--- src/rtl/register_bank_valid.sv ---
// register_bank_valid
//   Small addressed scratch store: NrOfRegs entries of NrOfBits each, every
//   entry carrying a valid flag. Writes are qualified by ClockEnable & Tick,
//   Clr/Pre act on the whole bank, and reads land in a registered Q port.
//   Occupancy (ValidMask/ValidCount/Full/Empty) is reported to the controller.
//
//   Optional feature macro: REGISTER_BANK_TRISTATE_EN
//     defined   : Q is high-Z while Cs is high (shared bus)
//     undefined : Q is forced to zero while Cs is high
//
// Ports
//   Clock       in   rising-edge clock
//   Reset       in   asynchronous active-low reset
//   ClockEnable in   global enable, all state holds when low
//   Tick        in   write qualifier
//   WrEn        in   write request
//   WrAddr      in   write / invalidate entry index
//   D           in   write data
//   RdEn        in   read request (ClockEnable only, no Tick)
//   RdAddr      in   read entry index
//   Clr         in   synchronous clear of all entries and flags
//   Pre         in   synchronous preset (all ones, all valid)
//   Inv         in   invalidate entry WrAddr, data kept
//   Cs          in   output deselect
//   Q           out  registered read data, gated by Cs
//   QValid      out  valid flag captured with Q
//   ValidMask   out  per-entry valid flags
//   ValidCount  out  number of valid entries
//   Full        out  every entry valid
//   Empty       out  no entry valid
module register_bank_valid #(
  parameter int unsigned NrOfRegs = 8,
  parameter int unsigned NrOfBits = 8,
  localparam int unsigned AddrBits = $clog2(NrOfRegs),
  localparam int unsigned CntBits  = $clog2(NrOfRegs) + 1
) (
  input  logic                Clock,
  input  logic                Reset,
  input  logic                ClockEnable,
  input  logic                Tick,
  input  logic                WrEn,
  input  logic [AddrBits-1:0] WrAddr,
  input  logic [NrOfBits-1:0] D,
  input  logic                RdEn,
  input  logic [AddrBits-1:0] RdAddr,
  input  logic                Clr,
  input  logic                Pre,
  input  logic                Inv,
  input  logic                Cs,
  output logic [NrOfBits-1:0] Q,
  output logic                QValid,
  output logic [NrOfRegs-1:0] ValidMask,
  output logic [CntBits-1:0]  ValidCount,
  output logic                Full,
  output logic                Empty
);

  logic [NrOfBits-1:0] mem [NrOfRegs];
  logic [NrOfRegs-1:0] valid;
  logic [NrOfBits-1:0] q_reg;
  logic                q_valid;
  logic [CntBits-1:0]  count;

  always_ff @(posedge Clock or negedge Reset) begin
    if (!Reset) begin
      for (int unsigned i = 0; i < NrOfRegs; i++) mem[i] <= '0;
      valid   <= '0;
      q_reg   <= '0;
      q_valid <= 1'b0;
    end else if (ClockEnable) begin
      // Read samples the pre-edge contents, giving read-before-write and
      // pre-Clr/Pre data without any bypass logic.
      if (RdEn) begin
        q_reg   <= mem[RdAddr];
        q_valid <= valid[RdAddr];
      end
      if (Clr) begin
        for (int unsigned i = 0; i < NrOfRegs; i++) mem[i] <= '0;
        valid <= '0;
      end else if (Pre) begin
        for (int unsigned i = 0; i < NrOfRegs; i++) mem[i] <= '1;
        valid <= '1;
      end else begin
        if (Inv) valid[WrAddr] <= 1'b0;
        // Ordered after Inv so a simultaneous write leaves the flag set.
        if (Tick && WrEn) begin
          mem[WrAddr]   <= D;
          valid[WrAddr] <= 1'b1;
        end
      end
    end
  end

  always_comb begin
    count = '0;
    for (int unsigned i = 0; i < NrOfRegs; i++) count = count + CntBits'(valid[i]);
  end

  assign ValidMask  = valid;
  assign ValidCount = count;
  assign Full       = &valid;
  assign Empty      = ~|valid;
  assign QValid     = q_valid;

`ifdef REGISTER_BANK_TRISTATE_EN
  assign Q = Cs ? 'z : q_reg;
`else
  assign Q = Cs ? '0 : q_reg;
`endif

endmodule

--- config.mk ---
export PLATFORM = sky130hd
export DESIGN_NAME = register_bank_valid
export DESIGN_NICKNAME = d
export VERILOG_FILES = /design/src/rtl/register_bank_valid.sv
export SDC_FILE = /design/constraint.sdc
export NUM_CORES = 1
export LEC_CHECK = 0
export BUFFER_PORTS_ARGS = -buffer_cell sky130_fd_sc_hd__buf_2
export CAP_MARGIN = 10
export CORE_MARGIN = 1.5
export CORE_UTILIZATION = 61
export CTS_CLUSTER_SIZE = 28
export DETAILED_ROUTE_END_ITERATION = 16
export PLACE_DENSITY = 0.83
export RECOVER_POWER = 100
export SYNTH_ARGS = -nofsm -noshare
export SYNTH_HDL_FRONTEND = slang
export SYNTH_SLANG_ARGS = --single-unit
--- constraint.sdc ---
create_clock -name Clock -period 4.8 [get_ports Clock]
set_clock_uncertainty 0.1 [all_clocks]
set_input_delay 1.2 -clock Clock [delete_from_list [all_inputs] [get_ports Clock]]
set_output_delay 1.2 -clock Clock [all_outputs]
set_load 0.1 [all_outputs]
### Yosys cells after proc, flatten, opt, wreduce, memory -nomap -nowiden

Cells that the tools add are included.

| storage, ports and cells | value |
|---|---|
| register bits | 81 |
| word-level logic and storage cells | 59 |
| output and inout bits | 23 |
| input bits | 24 |

| operators by class | value |
|---|---|
| reduce and logical (&&, ||, !) cells | 9 |
| add/sub/neg operators | 7 |
| multiplexer cells | 21 |
| bitwise logic cells | 5 |
| $lt $le $gt $ge | 6 |

Operators by type and width:

| kind | number |
|---|---|
| $mux W64 | 3 |
| $mux W8 | 11 |
| $bwmux W64 | 1 |
| $bmux W8 S3 | 1 |
| $demux W8 S3 | 1 |
| $add A4 B1 Y4 | 4 |
| $and A8 B8 Y8 | 1 |
| $ge A4 B4 Y1 const B | 2 |
| $lt A3 B4 Y1 const B | 2 |
| $not A3 Y4 | 2 |
| $not A8 Y8 | 1 |
| $or A8 B8 Y8 | 1 |
| $reduce_and A8 Y1 | 1 |
| $reduce_or A8 Y1 | 1 |
| $add A3 B1 Y4 | 1 |
| $lt A4 B1 Y1 const B | 1 |
| $reduce_and A2 Y1 | 2 |
| $add A2 B1 Y3 | 1 |
| $bmux W1 S3 | 1 |
| $demux W1 S3 | 1 |
| $ge A3 B1 Y1 const B | 1 |
| $logic_and A1 B1 Y1 | 3 |
| $reduce_bool A3 Y1 | 1 |
| $add A1 B1 Y2 | 1 |
| 2 further kinds | 3 |

### Longest topological paths before layout

| depth | value |
|---|---|
| depth after elaboration | 14 |
| mapped depth | 9 |
| depth with buffers taken out | 9 |

### Worst setup path after synthesis

No wires, ideal clock.

| timing | value |
|---|---|
| path type | reg-to-output |
| from | reg valid[0] (netlist: ValidMask[0]) |
| to | out ValidCount[2] |
| stages on the path, launching flop included | 10 |
| arrival | 4,813 ps |
| required time | 3,500 ps |
| path slack | -1,313 ps |
| path buffers | 0 |
| cell sequence | dfrtp_1 inv_1 fa_1 fa_1 fa_1 inv_1 ha_1 inv_1 fa_1 xnor2_1 |

| between the ends | value |
|---|---|
| word-level cells in the longest chain between the ends | 7 |

Ends and longest elaborated chain:

| element | RTL line | RTL |
|---|---|---|
| from (decl) | 59 | `logic [NrOfRegs-1:0] valid;` |
| from (signal assigned) | 67 | `valid <= '0;` |
| from (signal assigned) | 79 | `valid <= '0;` |
| from (signal assigned) | 82 | `valid <= '1;` |
| $add A1 B1 Y2 | 96 | `for (int unsigned i = 0; i < NrOfRegs; i++) count = count + CntBits'(valid[i]);` |
| $add A2 B1 Y3 | 96 |  |
| $add A3 B1 Y4 | 96 |  |
| $add A4 B1 Y4 (4 in a row) | 96 |  |
| to (decl) | 53 | `output logic [CntBits-1:0] ValidCount,` |

No other way between the ends.

### Worst setup path after layout

| timing | value |
|---|---|
| from | reg valid[0] (netlist: ValidMask[0]) |
| to | out ValidCount[1] |

The elaborated chain is that of the path after synthesis.

==> flow_metrics.py <==
metrics = {
    "outcome": {
        "status": "complete, but fails checks",
        "violations": "design-rule violations, max-capacitance violations, max-slew violations",
    },
    "yosys": {
        "syn_inst": 572,
        "synth_area_per_cell_um2": 9.815,
        "synth_enable_flop_cells": 0,
        "ys_ff_latch": 81,
        "synth.distinct_cells": 39,
        "syn_area_um2": 5614,
        "synth_top_cell_by_area": "dfrtp_1",
        "synth_fp_nets": 605,
        "yosys_warnings": 0,
        "yosysSeqAreaShare": 0.3610,
        "yosys-top-cells-count": "dfrtp_1 (81), nand2b_1 (68), o2111ai_1 (64)",
        "synth_ff_type": "dfrtp_1",
        "netlist.area_leader.share": 0.3610,
        "synth-async-reset-ratio": 1.000,
        "synth.area.top_cells": "dfrtp_1 (36%), o2111ai_1 (10%), o311ai_1 (8.3%)",
        "yosysMostFrequentCell": "dfrtp_1",
    },
    "sta": {
        "slew_headroom": -0.8200,
        "slew_viol_final": 119,
        "setup_viol": 0,
        "rsz0062_at_grt": "false",
        "tightest_slew_ps": 2730,
        "timing.final.crit_share": 0.9798,
        "hold_violations": 0,
        "fmax_mhz": 212.6,
        "period_needed_ps": 4703,
        "setup_tns_ps": 0,
    },
    "pwr": {
        "switching_power_w": 0.001166,
        "p_per_area_nw_per_um2": 432.4,
        "switching_share": 0.4584,
        "combPwrFrac": 0.447,
        "internal-power_w": 0.001378,
        "p_leak_nw": 2.182,
        "p_clk_frac": 0.219,
        "vdd_drop_max_v": 0.0005013,
        "power_frac_seq": 0.334,
    },
    "setup_path": {
        "setup.worst_path.start": "ValidMask[0]",
        "worstPathRequired_ps": 3500,
        "crit_path_top_delay_cell": "fa_1",
        "path_buf_inv": 5,
        "arrival_ps": 3400,
        "end_kind": "output pin",
        "slowest_delay_ps": 570,
        "reg2reg_from": "mem[37]",
        "path_class": "flop to output pin",
        "path_cells": "inv_1, fa_1, fa_1, fa_1, inv_1, ha_1, inv_1, fa_2, clkinvlp_4, buf_8",
        "critPathTopFamily": "adder cells",
        "cp_max_fo": 5,
        "cp-start-kind": "flop",
    },
    "cts": {
        "insertion_delay_ps": 360,
        "clk_path_buf_depth": 2,
        "cts.clk_slew.worst_paths_ps": 80,
        "cts_hold_buf": 0,
        "numClockSinks": 81,
        "numCtsBuffers": 9,
        "htreeDepth": 3,
        "clock-root-buffer": "clkbuf_8",
        "cts_tree": "done",
    },
    "route": {
        "viasPerCell": 7.874,
        "drc": 5,
        "drt_first_iter_violations": 763,
        "first_pass_iters": 12,
        "wl_per_cell_um": 25.23,
        "num_vias": 5362,
        "wl_um": 17180,
        "final_antenna_net_count": 0,
    },
    "global_route": {
        "overflow": 0,
        "grt_usage": 0.3572,
        "grt_pass1_wl_um": 27800,
        "grt_pass1_vias": 5313,
        "grt_max_degree": 82,
        "grt_antenna_before_repair": 0,
    },
    "floorplan": {
        "io_pins": 47,
        "rows": 34,
        "fp.dieArea_um2": 9788,
        "coreArea_um2": 8806,
        "die_h_um": 98.94,
        "initial_core_util": 0.6375,
        "fp.dieW_um": 98.94,
    },
    "placement": {
        "placed_area_um2": 5699,
        "dp_hpwl_um": 10070,
        "place_congestion": 0.8545,
        "portBuffers": 46,
    },
    "min_path": {
        "hp-start": "q_reg[0]",
        "hold_path.class": "flop to flop",
    },
    "cells_and_area": {
        "synthToLayoutAreaGrowth_pct": 4.769,
        "largest_reg_flops": 64,
        "drive_gt1_frac": 0.1588,
        "antenna_cells": 0,
        "fillCellCount": 691,
        "layout.nets": 601,
        "fin_area_um2": 5882,
    },
    "run": {
        "cap_violations": 2,
    },
}
[through the flow]
step | utilization | instances | hold slack (ps) | total power [W] | setup slack, ps
after floorplan | - | 572 | 340.7 | 0.001745 | -99.80
after global placement | 0.6472 | 665 | 354.6 | 0.001938 | 360.7
after detailed placement | 0.6472 | 665 | 365.9 | 0.001981 | 266.7
after CTS | 0.6715 | 681 | 384.8 | 0.002533 | 30.62
after global routing | 0.6679 | 681 | 398.4 | 0.002633 | 4.342
final | 0.6679 | 681 | 378.7 | 0.002544 | 96.88
[logic make-up after synthesis]
group,synth area share
DFF,0.3610
and+or+nand+nor,0.1221
xor gates and xnor gates,0.001560
AOI/OAI and AO/OA,0.3365
buffers and inverters,0.08514
muxes,0.06820
adders and majority gates,0.02541
[layout make-up]
cell class	count	area [um2]	area share
Clock buffer	11	131.4	0.02234
Multi-Input combinational cell	404	3153	0.5361
Tap cell	108	135.1	0.02297
Clock inverter	5	80.08	0.01361
Sequential cell	81	2031	0.3452
Inverter	17	67.56	0.01149
Timing Repair Buffer	55	284.0	0.04829
[worst paths after layout]
| path | endpoint | slack (ps) | depth (start not counted) |
|---|---|---|---|
| max | ValidCount[1] | 100 | 10 |
| min | q_reg[0] | 380 | 2 |
| max reg2reg | q_reg[5] | 3450 | 3 |
| min reg2reg | q_reg[0] | 380 | 2 |
| max in group asynchronous | ValidMask[3] | 1860 | 1 |
| min in group asynchronous | mem[13] | 1280 | 1 |
[metal layers]
layer	global-route usage	up-vias	share of wire
met2	0.5385	445	0.46
met4	0.1516	0	0.020
met3	0.06099	41	0.12
li1	-	2306	-
met1	0.5104	2570	0.40
met5	0	-	0
[worst reg2reg max path: cells and delay by family (launching register included)]
family	cells	cell delay [ps]
DFF	1	380
AOI/OAI and AO/OA	2	650
muxes	1	130
[cells in the final DEF (no fill, tap or decap), types with 5 or more instances in the layout]
| cell | count |
|---|---|
| dfrtp_1 | 78 |
| nand2b_1 | 68 |
| o2111ai_1 | 64 |
| o311ai_0 | 64 |
| a21oi_1 | 33 |
| a31oi_1 | 32 |
| clkbuf_1 | 22 |
| buf_2 | 21 |
| nor2b_1 | 19 |
| mux2i_1 | 18 |
| mux2_2 | 18 |
| inv_1 | 13 |
| nand2_1 | 13 |
| a22o_1 | 9 |
| o22ai_1 | 9 |
| o31ai_1 | 9 |
| clkbuf_8 | 9 |
| a21oi_2 | 8 |
| o211ai_1 | 8 |
| o221ai_1 | 8 |
| buf_4 | 7 |
| ha_1 | 5 |
| clkbuf_2 | 5 |
[power groups by stage]
| stage | Combinational, W | Clock [W] | Sequential, W |
|---|---|---|---|
| after global placement | 0.00109 | 0 | 0.000850 |
| after global routing | 0.00119 | 0.000583 | 0.000860 |
| final | 0.00114 | 0.000557 | 0.000849 |
| after detailed placement | 0.00112 | 0 | 0.000858 |
| after floorplan | 0.000813 | 0 | 0.000932 |
| after CTS | 0.00114 | 0.000552 | 0.000845 |
[timing repair]
action                                  CTS  global route
buffers inserted                          0             0
endpoints found under the setup margin    1             2
gates cloned                              0             0
gates resized for setup                   1             4
(Power assumes the default switching activity.)
